## src/rtl/program_loader.sv

```systemverilog
`default_nettype none
// ============================================================================
// Module  : program_loader
// Purpose : Parses a framed byte-stream program image and writes it into the
//           CPU instruction store. Gates cpu_run until the checksum passes.
// Rev     : 1.0
// ============================================================================
module program_loader #(
  parameter int unsigned BASE_INDEX      = 0,
  parameter int unsigned MAX_WORDS       = 256,
  parameter int unsigned TIMEOUT_CYCLES  = 1000000,
  parameter logic [7:0]  SYNC_BYTE       = 8'hA5,
  parameter bit          RUN_AFTER_RESET = 1'b0
) (
  input  logic        clk,
  input  logic        rst,
  input  logic [7:0]  rx_data_i,
  input  logic        rx_valid_i,
  output logic        rx_ready_o,
  output logic        download_program_o,
  output logic [31:0] instruction_index_o,
  output logic [15:0] program_in_o,
  output logic        cpu_run_o,
  output logic        load_busy_o,
  output logic        load_done_o,
  output logic        load_error_o,
  output logic [1:0]  err_code_o
);

  localparam int unsigned   TMR_W = (TIMEOUT_CYCLES < 2) ? 1 : $clog2(TIMEOUT_CYCLES + 1);
  localparam logic [31:0]   c_base = 32'(BASE_INDEX);
  localparam logic [16:0]   c_max  = (MAX_WORDS > 65535) ? 17'h10000 : 17'(MAX_WORDS);
  localparam logic [TMR_W-1:0] c_tmo = TMR_W'(TIMEOUT_CYCLES);

  typedef enum logic [3:0] {
    S_IDLE    = 4'd0,
    S_LEN_LO  = 4'd1,
    S_LEN_HI  = 4'd2,
    S_DATA_LO = 4'd3,
    S_DATA_HI = 4'd4,
    S_WRITE   = 4'd5,
    S_CHECK   = 4'd6,
    S_DONE    = 4'd7,
    S_ERROR   = 4'd8
  } state_t;

  state_t           state_q;
  logic             rx_ready_q;
  logic             download_q;
  logic [31:0]      index_q;
  logic [15:0]      prog_q;
  logic             cpu_run_q;
  logic             busy_q;
  logic             done_q;
  logic             error_q;
  logic [1:0]       err_code_q;
  logic [7:0]       acc_q;
  logic [31:0]      k_q;
  logic [15:0]      n_q;
  logic [7:0]       lo_q;
  logic [TMR_W-1:0] tmr_q;

  logic             w_accept;
  logic             w_timed;
  logic [15:0]      n_d;
  logic [7:0]       acc_d;
  logic [31:0]      k_d;
  logic [TMR_W-1:0] tmr_d;
  logic             err_go_d;
  logic [1:0]       err_code_d;

  assign w_accept = rx_valid_i & rx_ready_q;
  assign n_d      = {rx_data_i, n_q[7:0]};
  assign acc_d    = acc_q ^ rx_data_i;
  assign k_d      = k_q + 32'd1;
  assign tmr_d    = tmr_q + TMR_W'(1);
  assign w_timed  = (state_q == S_LEN_LO) || (state_q == S_LEN_HI) || (state_q == S_DATA_LO) ||
                    (state_q == S_DATA_HI) || (state_q == S_CHECK);

  // All three abort causes funnel through one error entry path.
  always_comb begin
    err_go_d   = 1'b0;
    err_code_d = 2'b00;
    if (w_timed && !w_accept && (tmr_d == c_tmo)) begin
      err_go_d   = 1'b1;
      err_code_d = 2'b10;
    end else if (w_accept && (state_q == S_LEN_HI) && ({1'b0, n_d} > c_max)) begin
      err_go_d   = 1'b1;
      err_code_d = 2'b11;
    end else if (w_accept && (state_q == S_CHECK) && (rx_data_i != acc_q)) begin
      err_go_d   = 1'b1;
      err_code_d = 2'b01;
    end
  end

  always_ff @(posedge clk or posedge rst) begin
    if (rst) begin
      state_q    <= S_IDLE;
      rx_ready_q <= 1'b1;
      download_q <= 1'b0;
      index_q    <= c_base;
      prog_q     <= 16'h0000;
      cpu_run_q  <= RUN_AFTER_RESET;
      busy_q     <= 1'b0;
      done_q     <= 1'b0;
      error_q    <= 1'b0;
      err_code_q <= 2'b00;
      acc_q      <= 8'h00;
      k_q        <= 32'd0;
      n_q        <= 16'h0000;
      lo_q       <= 8'h00;
      tmr_q      <= '0;
    end else if (err_go_d) begin
      state_q    <= S_ERROR;
      download_q <= 1'b0;
      cpu_run_q  <= 1'b0;
      busy_q     <= 1'b0;
      error_q    <= 1'b1;
      err_code_q <= err_code_d;
    end else begin
      if (w_timed) begin
        tmr_q <= w_accept ? '0 : tmr_d;
      end
      case (state_q)
        S_IDLE, S_DONE, S_ERROR: begin
          if (w_accept && (rx_data_i == SYNC_BYTE)) begin
            state_q    <= S_LEN_LO;
            cpu_run_q  <= 1'b0;
            busy_q     <= 1'b1;
            done_q     <= 1'b0;
            error_q    <= 1'b0;
            err_code_q <= 2'b00;
            acc_q      <= 8'h00;
            k_q        <= 32'd0;
            tmr_q      <= '0;
          end
        end
        S_LEN_LO: begin
          if (w_accept) begin
            n_q[7:0] <= rx_data_i;
            acc_q    <= acc_d;
            state_q  <= S_LEN_HI;
          end
        end
        S_LEN_HI: begin
          if (w_accept) begin
            n_q     <= n_d;
            acc_q   <= acc_d;
            state_q <= (n_d == 16'h0000) ? S_CHECK : S_DATA_LO;
          end
        end
        S_DATA_LO: begin
          if (w_accept) begin
            lo_q    <= rx_data_i;
            acc_q   <= acc_d;
            state_q <= S_DATA_HI;
          end
        end
        S_DATA_HI: begin
          if (w_accept) begin
            prog_q     <= {rx_data_i, lo_q};
            index_q    <= c_base + k_q;
            download_q <= 1'b1;
            acc_q      <= acc_d;
            rx_ready_q <= 1'b0;
            state_q    <= S_WRITE;
          end
        end
        S_WRITE: begin
          k_q        <= k_d;
          rx_ready_q <= 1'b1;
          state_q    <= (k_d < {16'h0000, n_q}) ? S_DATA_LO : S_CHECK;
        end
        S_CHECK: begin
          if (w_accept) begin
            state_q    <= S_DONE;
            download_q <= 1'b0;
            cpu_run_q  <= 1'b1;
            done_q     <= 1'b1;
            busy_q     <= 1'b0;
          end
        end
        default: state_q <= S_IDLE;
      endcase
    end
  end

  assign rx_ready_o          = rx_ready_q;
  assign download_program_o  = download_q;
  assign instruction_index_o = index_q;
  assign program_in_o        = prog_q;
  assign cpu_run_o           = cpu_run_q;
  assign load_busy_o         = busy_q;
  assign load_done_o         = done_q;
  assign load_error_o        = error_q;
  assign err_code_o          = err_code_q;

endmodule
`default_nettype wire

```

## config.mk

```make
export PLATFORM = sky130hd
export DESIGN_NAME = program_loader
export DESIGN_NICKNAME = d
export VERILOG_FILES = /design/src/rtl/program_loader.sv
export SDC_FILE = /design/constraint.sdc
export NUM_CORES = 1
export LEC_CHECK = 0
export ABC_AREA = 1
export BUFFER_PORTS_ARGS = -buffer_cell sky130_fd_sc_hd__clkbuf_2
export CAP_MARGIN = 20
export CORE_AREA = 3 3 114 116
export CTS_BUF_LIST = sky130_fd_sc_hd__clkbuf_8
export CTS_CLUSTER_SIZE = 8
export DETAILED_ROUTE_END_ITERATION = 8
export DIE_AREA = 0 0 117 119
export PLACE_DENSITY = 0.94
export SLEW_MARGIN = 10
export SYNTH_ARGS = -nofsm -noshare
export SYNTH_HDL_FRONTEND = slang
export SYNTH_SLANG_ARGS = --single-unit
```

## constraint.sdc

```tcl
create_clock -name clk -period 13.65 [get_ports clk]
set_input_delay 2.0475 -clock clk [delete_from_list [all_inputs] [get_ports clk]]
set_output_delay 2.0475 -clock clk [all_outputs]
set_load 0.05 [all_outputs]
```

==> flow_summary.ini, run 1 <==
[run_status]
outcome = finished, final reports clean

[route]
vias = 7238
viasPerCell = 5.80
routed_wl_mm = 19.2
met3WireLength_mm = 1.70
met1_length_mm = 7.89
routedWlPerCell_um = 15.4
drtAntennaViolNets = 0
maxUsedRoutingLayer = met4
drt_iter0_markers = 841
first_pass_iters = 6
route.met2.wl_mm = 9.04
route.detailed.drc = 0

[synthesis]
yosysTopAreaCell = dfrtp_1
postSynth.asyncResetShare = 1.00
synth.most_common_cell = nand2_1
netlist.area_leader.share = 0.455
synth_nets = 1056
synth-compound-area-share = 0.117
synth-seq-area-share = 0.458
netlist_instances = 1027
synth_edf_count = 0
synth_top_family_by_area = simple AND/OR/NAND/NOR gates
ys_ff_latch = 144
yosysUniqueCellTypes = 35
syn_avg_cell_area_um2 = 7.66
synth_xor_area_frac = 0.0323
synth_fa_ha_area_frac = 0.0286
syn_area_mm2 = 0.00786
synth-simple-area-share = 0.276
yosysWarnings = 0
synthMuxAreaShare = 0.0129
synthTopCellsByCount = nand2_1 (320), dfrtp_1 (143), inv_1 (115), nor2_1 (112), o21ai_0 (106)
synth_top_flop_cell = dfrtp_1
yosys-top-cells-area = dfrtp_1 (46%), nand2_1 (15%), o21ai_0 (6.7%)

[pwr]
p_per_area_mw_per_mm2 = 177
p_leak_nw = 4.16
power.share.switching = 0.447
p_total_mw = 1.54
vdd_drop_max_v = 0.000167
p_switching_uw = 688
p_seq_frac = 0.387
intPower_uw = 850
p_clk_frac = 0.226
combPwrFrac = 0.387

[layout]
fillCellCount = 832
finalNetCount = 1119
diodes = 0
syn_to_final_growth_pct = 10.4
drive_above_1_share = 0.142
final_cell_area_mm2 = 0.00868

[setup_path]
required_ns = 14.00
critPathMaxStageDelay_ns = 0.35
slowest_stage = and2_1
cp.depth = 12
startpoint_type = input pin
crit_path_frequent_cell = nand2_1
critical_path_class = in2reg
cpLargestDelayFamily = simple AND/OR/NAND/NOR gates
worstPathCellList = clkbuf_2 -> inv_1 -> nand3_1 -> nor4_1 -> nor2_1 -> o21ai_0 -> and2_1 -> nand2_8 -> inv_6 -> nand2_2 -> nand2_1 -> nand2_1
worstPathArrival_ns = 4.05
crit_buf_inv = 3
endpoint_kind = flop
crit_fanout = 35
reg2reg_depth = 21

[floorplan]
initial_utilization = 0.655
row_count = 40
die_area_mm2 = 0.0139
coreArea_mm2 = 0.0120
die_y_um = 119
io-pin-count = 67
die_x_um = 117

[clock_tree]
cts-htree-levels = 4
clk_pin_slew_ns = 0.08
cts_hold_buffers = 0
root_buffer = clkbuf_8
post-cts-setup-buffers = 0
clk_latency_ns = 0.47
clk_path_buf_depth = 2
cts_tree = done
clock_sinks = 144
cts-resized-gates = 0
cts_made_buffers = 17

[timing]
worst_pin_slew_ns = 0.925
final-setup-viol-count = 0
fin_crit_sh = 0.271
slew_headroom = 0.383
fin_tns_setup_ns = 0
setup_ws_ns = 9.95
post-route-min-period_ns = 3.70
hold_violations = 0
rsz0062_at_grt = false
maxSlewViolCount = 0
fin_skew_ns = 0.0153
max_freq_ghz = 0.270

[job]
drv_cap = 0

[placed_design]
dpl_cell_area_mm2 = 0.00828
place_ws_ns = 9.54
hpwl_mm = 13.2
port_buffers = 66
place_congestion = 0.978

[global_routing]
track_usage = 0.295
grt_max_degree = 87
grt_pass1_wl_mm = 32.8
grt_pass1_vias = 6861
gr-total-overflow = 0
antenna_found_initial = 0

[worst_hold_path]
min_delay_path_depth = 2
min_path_type = reg2reg
## worst min-delay path, cell delays in order (launching register included)
cell	delay, ns
dfrtp_1	0.35
nand2_1	0.05
nand2_1	0.04
## worst paths after layout
kind                                                from                            endpoint  slack [ns]
worst max-delay path                        rx_data_i[5]                acc_q[0]$_DFFE_PP0P_        9.95
worst min-delay path            load_error_o$_DFFE_PP0P_            load_error_o$_DFFE_PP0P_        0.48
worst max register to register        k_q[0]$_DFFE_PP0P_              state_q[2]$_DFFE_PP0P_        9.99
worst min register to register  load_error_o$_DFFE_PP0P_            load_error_o$_DFFE_PP0P_        0.48
max in group asynchronous                            rst  instruction_index_o[4]$_DFFE_PP0P_       10.69
min in group asynchronous                            rst               tmr_q[19]$_DFFE_PP0N_        1.71
## logic make-up after synthesis
kind of cell,Yosys count
AO/OA/AOI/OAI,160
XOR/XNOR,29
adder cells (fa/ha/maj),18
buffers and inverters,145
flip-flops,144
multiplexers,9
AND/OR/NAND/NOR,522
## power groups by stage
stage	registers, mW	clock network [mW]	logic, mW
6_report	0.595	0.348	0.595
3_5_place_dp	0.599	0	0.587
2_1_floorplan	0.750	0	0.295
3_3_place_gp	0.596	0	0.563
4_1_cts	0.594	0.350	0.592
5_1_grt	0.606	0.369	0.653
## per-layer routing
| metal | vias to the layer above | track usage |
|---|---|---|
| li1 | 3422 | - |
| met1 | 3356 | 0.402 |
| met2 | 401 | 0.456 |
| met3 | 59 | 0.0711 |
| met4 | 0 | 0.113 |
| met5 | - | 0 |
## cell type report
cell class,count,area (um2),share of cell area
well taps,147,184,0.0212
repair buffers,69,353,0.0407
multi-input cells,738,3670,0.424
inverters,120,460,0.0531
clock inverters,14,166,0.0192
clock buffers,17,234,0.0270
flip-flops and latches,144,3600,0.415
## layout by cell type, fill, tap and decap left out, drive strengths merged, types with 4 or more instances in the layout
master,n
nor2,120
clkinvlp,4
xnor2,5
inv,122
ha,18
o21ai,124
nand4,13
nand2,327
clkbuf,83
dfrtp,143
nand3,50
clkinv,5
xor2,24
nor4,4
nor3,6
mux2,9
o22ai,17
a21oi,10
## per-stage QoR
step / util / std cells / hold WS, ns
after floorplan: - / 1027 / 0.461
after global placement: 0.689 / 1218 / 0.457
after detailed placement: 0.689 / 1218 / 0.465
after CTS: 0.722 / 1249 / 0.485
after global routing: 0.722 / 1249 / 0.520
final: 0.722 / 1249 / 0.481
## registers in the layout, summed over array words and instances (netlist names)
signal,cells
load_busy_o,1
instruction_index_o,32
load_done_o,1
state_q,4
err_code_o,2
acc_q,8
cpu_run_o,1
program_in_o,16
rx_ready_o,1
tmr_q,20
lo_q,8
k_q,32
download_program_o,1
n_q,16
load_error_o,1
No activity file was read; power rests on OpenSTA's default activity.
==> run 2: changes to the inputs <==
--- a/config.mk
+++ b/config.mk
@@ -8,12 +8,12 @@
 export ABC_AREA = 1
 export BUFFER_PORTS_ARGS = -buffer_cell sky130_fd_sc_hd__clkbuf_2
 export CAP_MARGIN = 20
-export CORE_AREA = 3 3 114 116
+export CORE_AREA = 3 3 123 125
 export CTS_BUF_LIST = sky130_fd_sc_hd__clkbuf_8
 export CTS_CLUSTER_SIZE = 8
 export DETAILED_ROUTE_END_ITERATION = 8
-export DIE_AREA = 0 0 117 119
-export PLACE_DENSITY = 0.94
+export DIE_AREA = 0 0 126 128
+export PLACE_DENSITY = 0.86
 export SLEW_MARGIN = 10
 export SYNTH_ARGS = -nofsm -noshare
 export SYNTH_HDL_FRONTEND = slang
==> constraint.sdc (replaced) <==
create_clock -name clk -period 3.06 [get_ports clk]
set_input_delay 0.459 -clock clk [delete_from_list [all_inputs] [get_ports clk]]
set_output_delay 0.459 -clock clk [all_outputs]
set_load 0.05 [all_outputs]
==> run 2 against run 1 <==
  * Sequential share of layout area down 0.40 points
  * Via count down 4.1%
  * Global-route usage down 5.7 points
  * Combinational power rose to 4.5 times the previous value
  * Largest power group is now combinational cells
  * Critical path depth up 6
  * Critical path type is now reg2reg
  * Die area up 16%
  * Cell area up 1.1%
  * Non-clock buffer count up 9
  * Routed wire length down 4.3%
  * Setup slack worse by 9.5 ns
  * Clock power rose to 3.7 times the previous value
==> flow_summary.ini, run 2 (same netlist as run 1, synthesis figures left out) <==
[setup_path]
timing.rr.end = state_q[2]$_DFFE_PP0P_
worstPathCellList = ha_1 -> nand2_1 -> nor2_1 -> buf_4 -> nand2_1 -> nor2_4 -> xor2_1 -> ha_1 -> a21oi_1 -> nor2_1 -> a211oi_2 -> o21ai_1 -> a21oi_2 -> nand3_1 -> nand2_1 -> nand2_1 -> nand2_1 -> nand2_1
crit_fanout = 6
rr_startpoint = k_q[0]$_DFFE_PP0P_
slowest_stage = dfrtp_2
startpoint_type = flop
cpLargestDelayFamily = simple AND/OR/NAND/NOR gates
crit_path_frequent_cell = nand2_1
critical_path_class = reg2reg
crit_buf_inv = 1
worstPathArrival_ns = 3.00
required_ns = 3.42
endpoint_kind = flop
critPathMaxStageDelay_ns = 0.42
reg2reg_depth = 18
r2r_slack_ns = 0.43

[clock_tree]
clock_sinks = 144
clk_latency_ns = 0.46
cts-htree-levels = 4
cts_tree = done
cts_made_buffers = 17
clk_path_buf_depth = 2
cts_hold_buffers = 0
clk_pin_slew_ns = 0.08
root_buffer = clkbuf_8

[floorplan]
die_y_um = 128
die_x_um = 126
io-pin-count = 67
die_area_mm2 = 0.0161
coreArea_mm2 = 0.0140
row_count = 43
initial_utilization = 0.562

[layout]
finalNetCount = 1128
layout_common_cells = nand2_1 (318), dfrtp_1 (141), inv_1 (114)
final_util = 0.627
mostFrequentLayoutCell = nand2_1
drive_above_1_share = 0.158
diodes = 0
syn_to_final_growth_pct = 11.5

[placed_design]
port_buffers = 66
place_congestion = 0.971
hpwl_mm = 13.0
place_ws_ns = 0.306

[route]
routedWlPerCell_um = 14.3
drt_iter0_markers = 578
vias = 6938
drtAntennaViolNets = 0
first_pass_iters = 5
viasPerCell = 5.38
route.detailed.drc = 0
routed_wl_mm = 18.4

[timing]
worst_pin_slew_ns = 0.809
setup_ws_ns = 0.426
final-setup-viol-count = 0
max_freq_ghz = 0.380
fin_crit_sh = 0.861
hold_ws_ns = 0.145
hold_violations = 0
rsz0062_at_grt = false
post-route-min-period_ns = 2.63
maxSlewViolCount = 0
fin_tns_setup_ns = 0
slew_headroom = 0.461
fin_skew_ns = 0.0130

[global_routing]
gr-total-overflow = 0
antenna_found_initial = 0
grt_pass1_wl_mm = 31.3
track_usage = 0.238
grt_max_degree = 145
grt_pass1_vias = 6670

[worst_hold_path]
min_path_type = in2async

[run_status]
outcome = finished, final reports clean

[pwr]
p_per_area_mw_per_mm2 = 753
p_leak_nw = 4.19
vdd_drop_max_v = 0.000616

[job]
drv_cap = 0
==> run 2: cell types whose count changed in the layout (fill, tap and decap cells not counted), sizes merged <==
cell / delta
bufinv: -3
clkinvlp: -2
inv: -3
clkbuf: +2
clkinv: +5
buf: +9
==> run 2: layout make-up <==
cell class	count	area (um2)
inverters	120	459
clock buffers	19	262
well taps	180	225
fillers	1228	5220
flip-flops and latches	144	3610
clock inverters	11	68.8
multi-input cells	738	3710
repair buffers	78	433
==> run 2: worst max-delay path by stage <==
stage / end / from / slack, ns / depth (start not counted)
after floorplan: state_q[2]$_DFFE_PP0P_ / k_q[2]$_DFFE_PP0P_ / 0.42 / 21
after global placement: state_q[2]$_DFFE_PP0P_ / k_q[2]$_DFFE_PP0P_ / 0.36 / 18
after detailed placement: state_q[2]$_DFFE_PP0P_ / k_q[0]$_DFFE_PP0P_ / 0.31 / 18
after CTS: state_q[2]$_DFFE_PP0P_ / k_q[0]$_DFFE_PP0P_ / 0.25 / 18
after global routing: state_q[2]$_DFFE_PP0P_ / k_q[4]$_DFFE_PP0P_ / 0.02 / 21
final: state_q[2]$_DFFE_PP0P_ / k_q[0]$_DFFE_PP0P_ / 0.43 / 18
==> run 2: through the flow <==
stage               instance area (um2)  std cells  total power [mW]
finish                             8770       1290              6.60
global route                       8770       1290              7.03
CTS                                8720       1289              6.62
detailed placement                 8390       1259              5.31
global placement                   8390       1259              5.22
floorplan                          7870       1027              4.66
==> run 2: worst reg2reg max path: cells and delay by family, from the launching register on <==
kind	cells	cell delay, ns
buffers and inverters	1	0.16
and+or+nand+nor	10	0.94
adders and majority gates	2	0.42
AOI/OAI and AO/OA	4	0.52
xor gates and xnor gates	1	0.10
DFF	1	0.42
==> run 2: timing repair <==
item | in CTS | in global routing
setup endpoints to repair | 0 | 2
gates resized for setup | 0 | 14
setup buffers | 0 | 1
==> run 2: power by group <==
part	switching, mW	leakage, nW	total [mW]	internal, mW
clock network	0.719	0.176	1.30	0.585
registers	0.279	1.94	2.63	2.35
logic	1.98	2.07	2.67	0.692
==> run 2: per-layer routing <==
metal | vias up | global-route usage | wire length, um
met5 | - | 0 | 0
met4 | 0 | 0.0795 | 410
met3 | 46 | 0.0550 | 1140
met2 | 218 | 0.380 | 8520
met1 | 3235 | 0.324 | 8320
li1 | 3439 | - | -
==> run 3: changes to the inputs <==
--- a/config.mk
+++ b/config.mk
@@ -8,11 +8,12 @@
 export ABC_AREA = 1
 export BUFFER_PORTS_ARGS = -buffer_cell sky130_fd_sc_hd__clkbuf_2
 export CAP_MARGIN = 20
-export CORE_AREA = 3 3 123 125
+export CORE_AREA = 2 2 122 124
 export CTS_BUF_LIST = sky130_fd_sc_hd__clkbuf_8
 export CTS_CLUSTER_SIZE = 8
 export DETAILED_ROUTE_END_ITERATION = 8
-export DIE_AREA = 0 0 126 128
+export DIE_AREA = 0 0 124 126
+export MAX_ROUTING_LAYER = met4
 export PLACE_DENSITY = 0.86
 export SLEW_MARGIN = 10
 export SYNTH_ARGS = -nofsm -noshare
==> run 3 against run 2 <==
  * Cell area up 0.76%
  * Die area down 3.1%
  * Non-clock buffer count is 1 higher
  * Global-route usage is 1.9 points higher
  * Clock-buffer cell count down 2
  * First-iteration DRC count shrank 9.3%
  * Register-to-register slack got worse by 0.15 ns
  * Core utilization decreased by 0.96 points
  * Highest routed layer unchanged
==> flow_summary.ini, run 3 (same netlist as run 1, synthesis figures left out) <==
[global_routing]
gr-total-overflow = 0
antenna_found_initial = 0
track_usage = 0.257
grt_pass1_wl_mm = 31.1
grt_pass1_vias = 6627
grt_max_degree = 145

[worst_hold_path]
min_path_type = in2async

[run_status]
outcome = finished, final reports clean

[placed_design]
place_ws_ns = 0.271
place_congestion = 0.951
port_buffers = 66
dpl_cell_area_mm2 = 0.00839
hpwl_mm = 13.0

[setup_path]
required_ns = 3.43
worstPathArrival_ns = 3.16
startpoint_type = flop
crit_fanout = 5
critical_path_class = reg2reg
endpoint_kind = flop

[route]
drt_iter0_markers = 524
drtAntennaViolNets = 0
first_pass_iters = 5
routedWlPerCell_um = 14.0
routed_wl_mm = 18.2
route.detailed.drc = 0
vias = 7022
viasPerCell = 5.42

[floorplan]
row_count = 44
die_area_mm2 = 0.0156
die_x_um = 124
coreArea_mm2 = 0.0143
initial_utilization = 0.549
io-pin-count = 67
die_y_um = 126

[timing]
hold_violations = 0
post-route-min-period_ns = 2.78
max_freq_ghz = 0.359
worst_pin_slew_ns = 0.888
fin_skew_ns = 0.0141
fin_crit_sh = 0.910
final-setup-viol-count = 0
maxSlewViolCount = 0
slew_headroom = 0.408
setup_ws_ns = 0.275

[clock_tree]
clk_pin_slew_ns = 0.09
root_buffer = clkbuf_8
clk_path_buf_depth = 2
cts-htree-levels = 4
clk_latency_ns = 0.47
cts_made_buffers = 17
clock_sinks = 144
cts_tree = done
cts_hold_buffers = 0

[layout]
layout_common_cells = nand2_1 (318), dfrtp_1 (143), inv_1 (114)
finalNetCount = 1129
mostFrequentLayoutCell = nand2_1
syn_to_final_growth_pct = 12.4
drive_above_1_share = 0.153
diodes = 0
final_cell_area_mm2 = 0.00883

[pwr]
p_per_area_mw_per_mm2 = 779
p_leak_nw = 4.23
vdd_drop_max_v = 0.000595
p_total_mw = 6.89

[job]
drv_cap = 0
run 3: through the flow:
step / setup TNS [ns] / instances / utilization / hold WS, ns
CTS: 0 / 1293 / 0.615 / 0.234
detailed placement: 0 / 1262 / 0.586 / 0.460
floorplan: 0 / 1027 / - / 0.461
global route: -0.00259 / 1296 / 0.617 / 0.281
finish: 0 / 1296 / 0.617 / 0.0959
global placement: 0 / 1262 / 0.586 / 0.455
run 3: repair_timing:
item	4_1_cts	5_1_grt
setup buffers	0	3
setup endpoints to repair	0	2
resized for setup	0	4
run 3: worst paths after layout:
kind	from	endpoint	slack, ns	depth (start not counted)
max	k_q[2]$_DFFE_PP0P_	state_q[2]$_DFFE_PP0P_	0.28	21
min	rst	k_q[16]$_DFFE_PP0P_	0.1	3
max reg2reg	k_q[2]$_DFFE_PP0P_	state_q[2]$_DFFE_PP0P_	0.28	21
min reg2reg	load_error_o$_DFFE_PP0P_	load_error_o$_DFFE_PP0P_	0.48	2
max in group asynchronous	rst	lo_q[6]$_DFFE_PP0P_	2.22	3
min in group clk	rx_data_i[7]	lo_q[7]$_DFFE_PP0P_	0.29	3
run 3: where the power goes:
group | switching (mW) | total [mW] | internal (mW)
Sequential | 0.277 | 2.62 | 2.34
Combinational | 1.97 | 2.66 | 0.690
Clock | 0.784 | 1.60 | 0.815
run 3: critical path, stage by stage, from the launching register on:
cell	delay (ns)
dfrtp_1	0.40
nand3_1	0.17
inv_1	0.11
nand2_2	0.11
nor2_1	0.14
inv_1	0.07
nor2_1	0.08
inv_1	0.05
nor3_1	0.13
or2_2	0.15
inv_1	0.04
ha_1	0.28
a21oi_1	0.15
nor2_1	0.05
a211oi_1	0.17
o21ai_0	0.12
a21oi_1	0.17
nand3_1	0.10
nand2_1	0.07
nand2_1	0.05
nand2_1	0.05
nand2_1	0.04
run 3: final cells by class:
| cell class | count | area [um2] |
|---|---|---|
| fillers | 1241 | 5480 |
| multi-input cells | 738 | 3680 |
| flip-flops and latches | 144 | 3600 |
| inverters | 120 | 459 |
| repair buffers | 79 | 440 |
| clock buffers | 17 | 234 |
| well taps | 184 | 230 |
| clock inverters | 14 | 181 |
run 3: per-layer routing:
layer,routed length [um],up-vias,global-route usage
met3,1080,29,0.0607
met1,8190,3339,0.342
met4,247,0,0.0773
met2,8670,216,0.393
met5,0,-,-
li1,-,3438,-
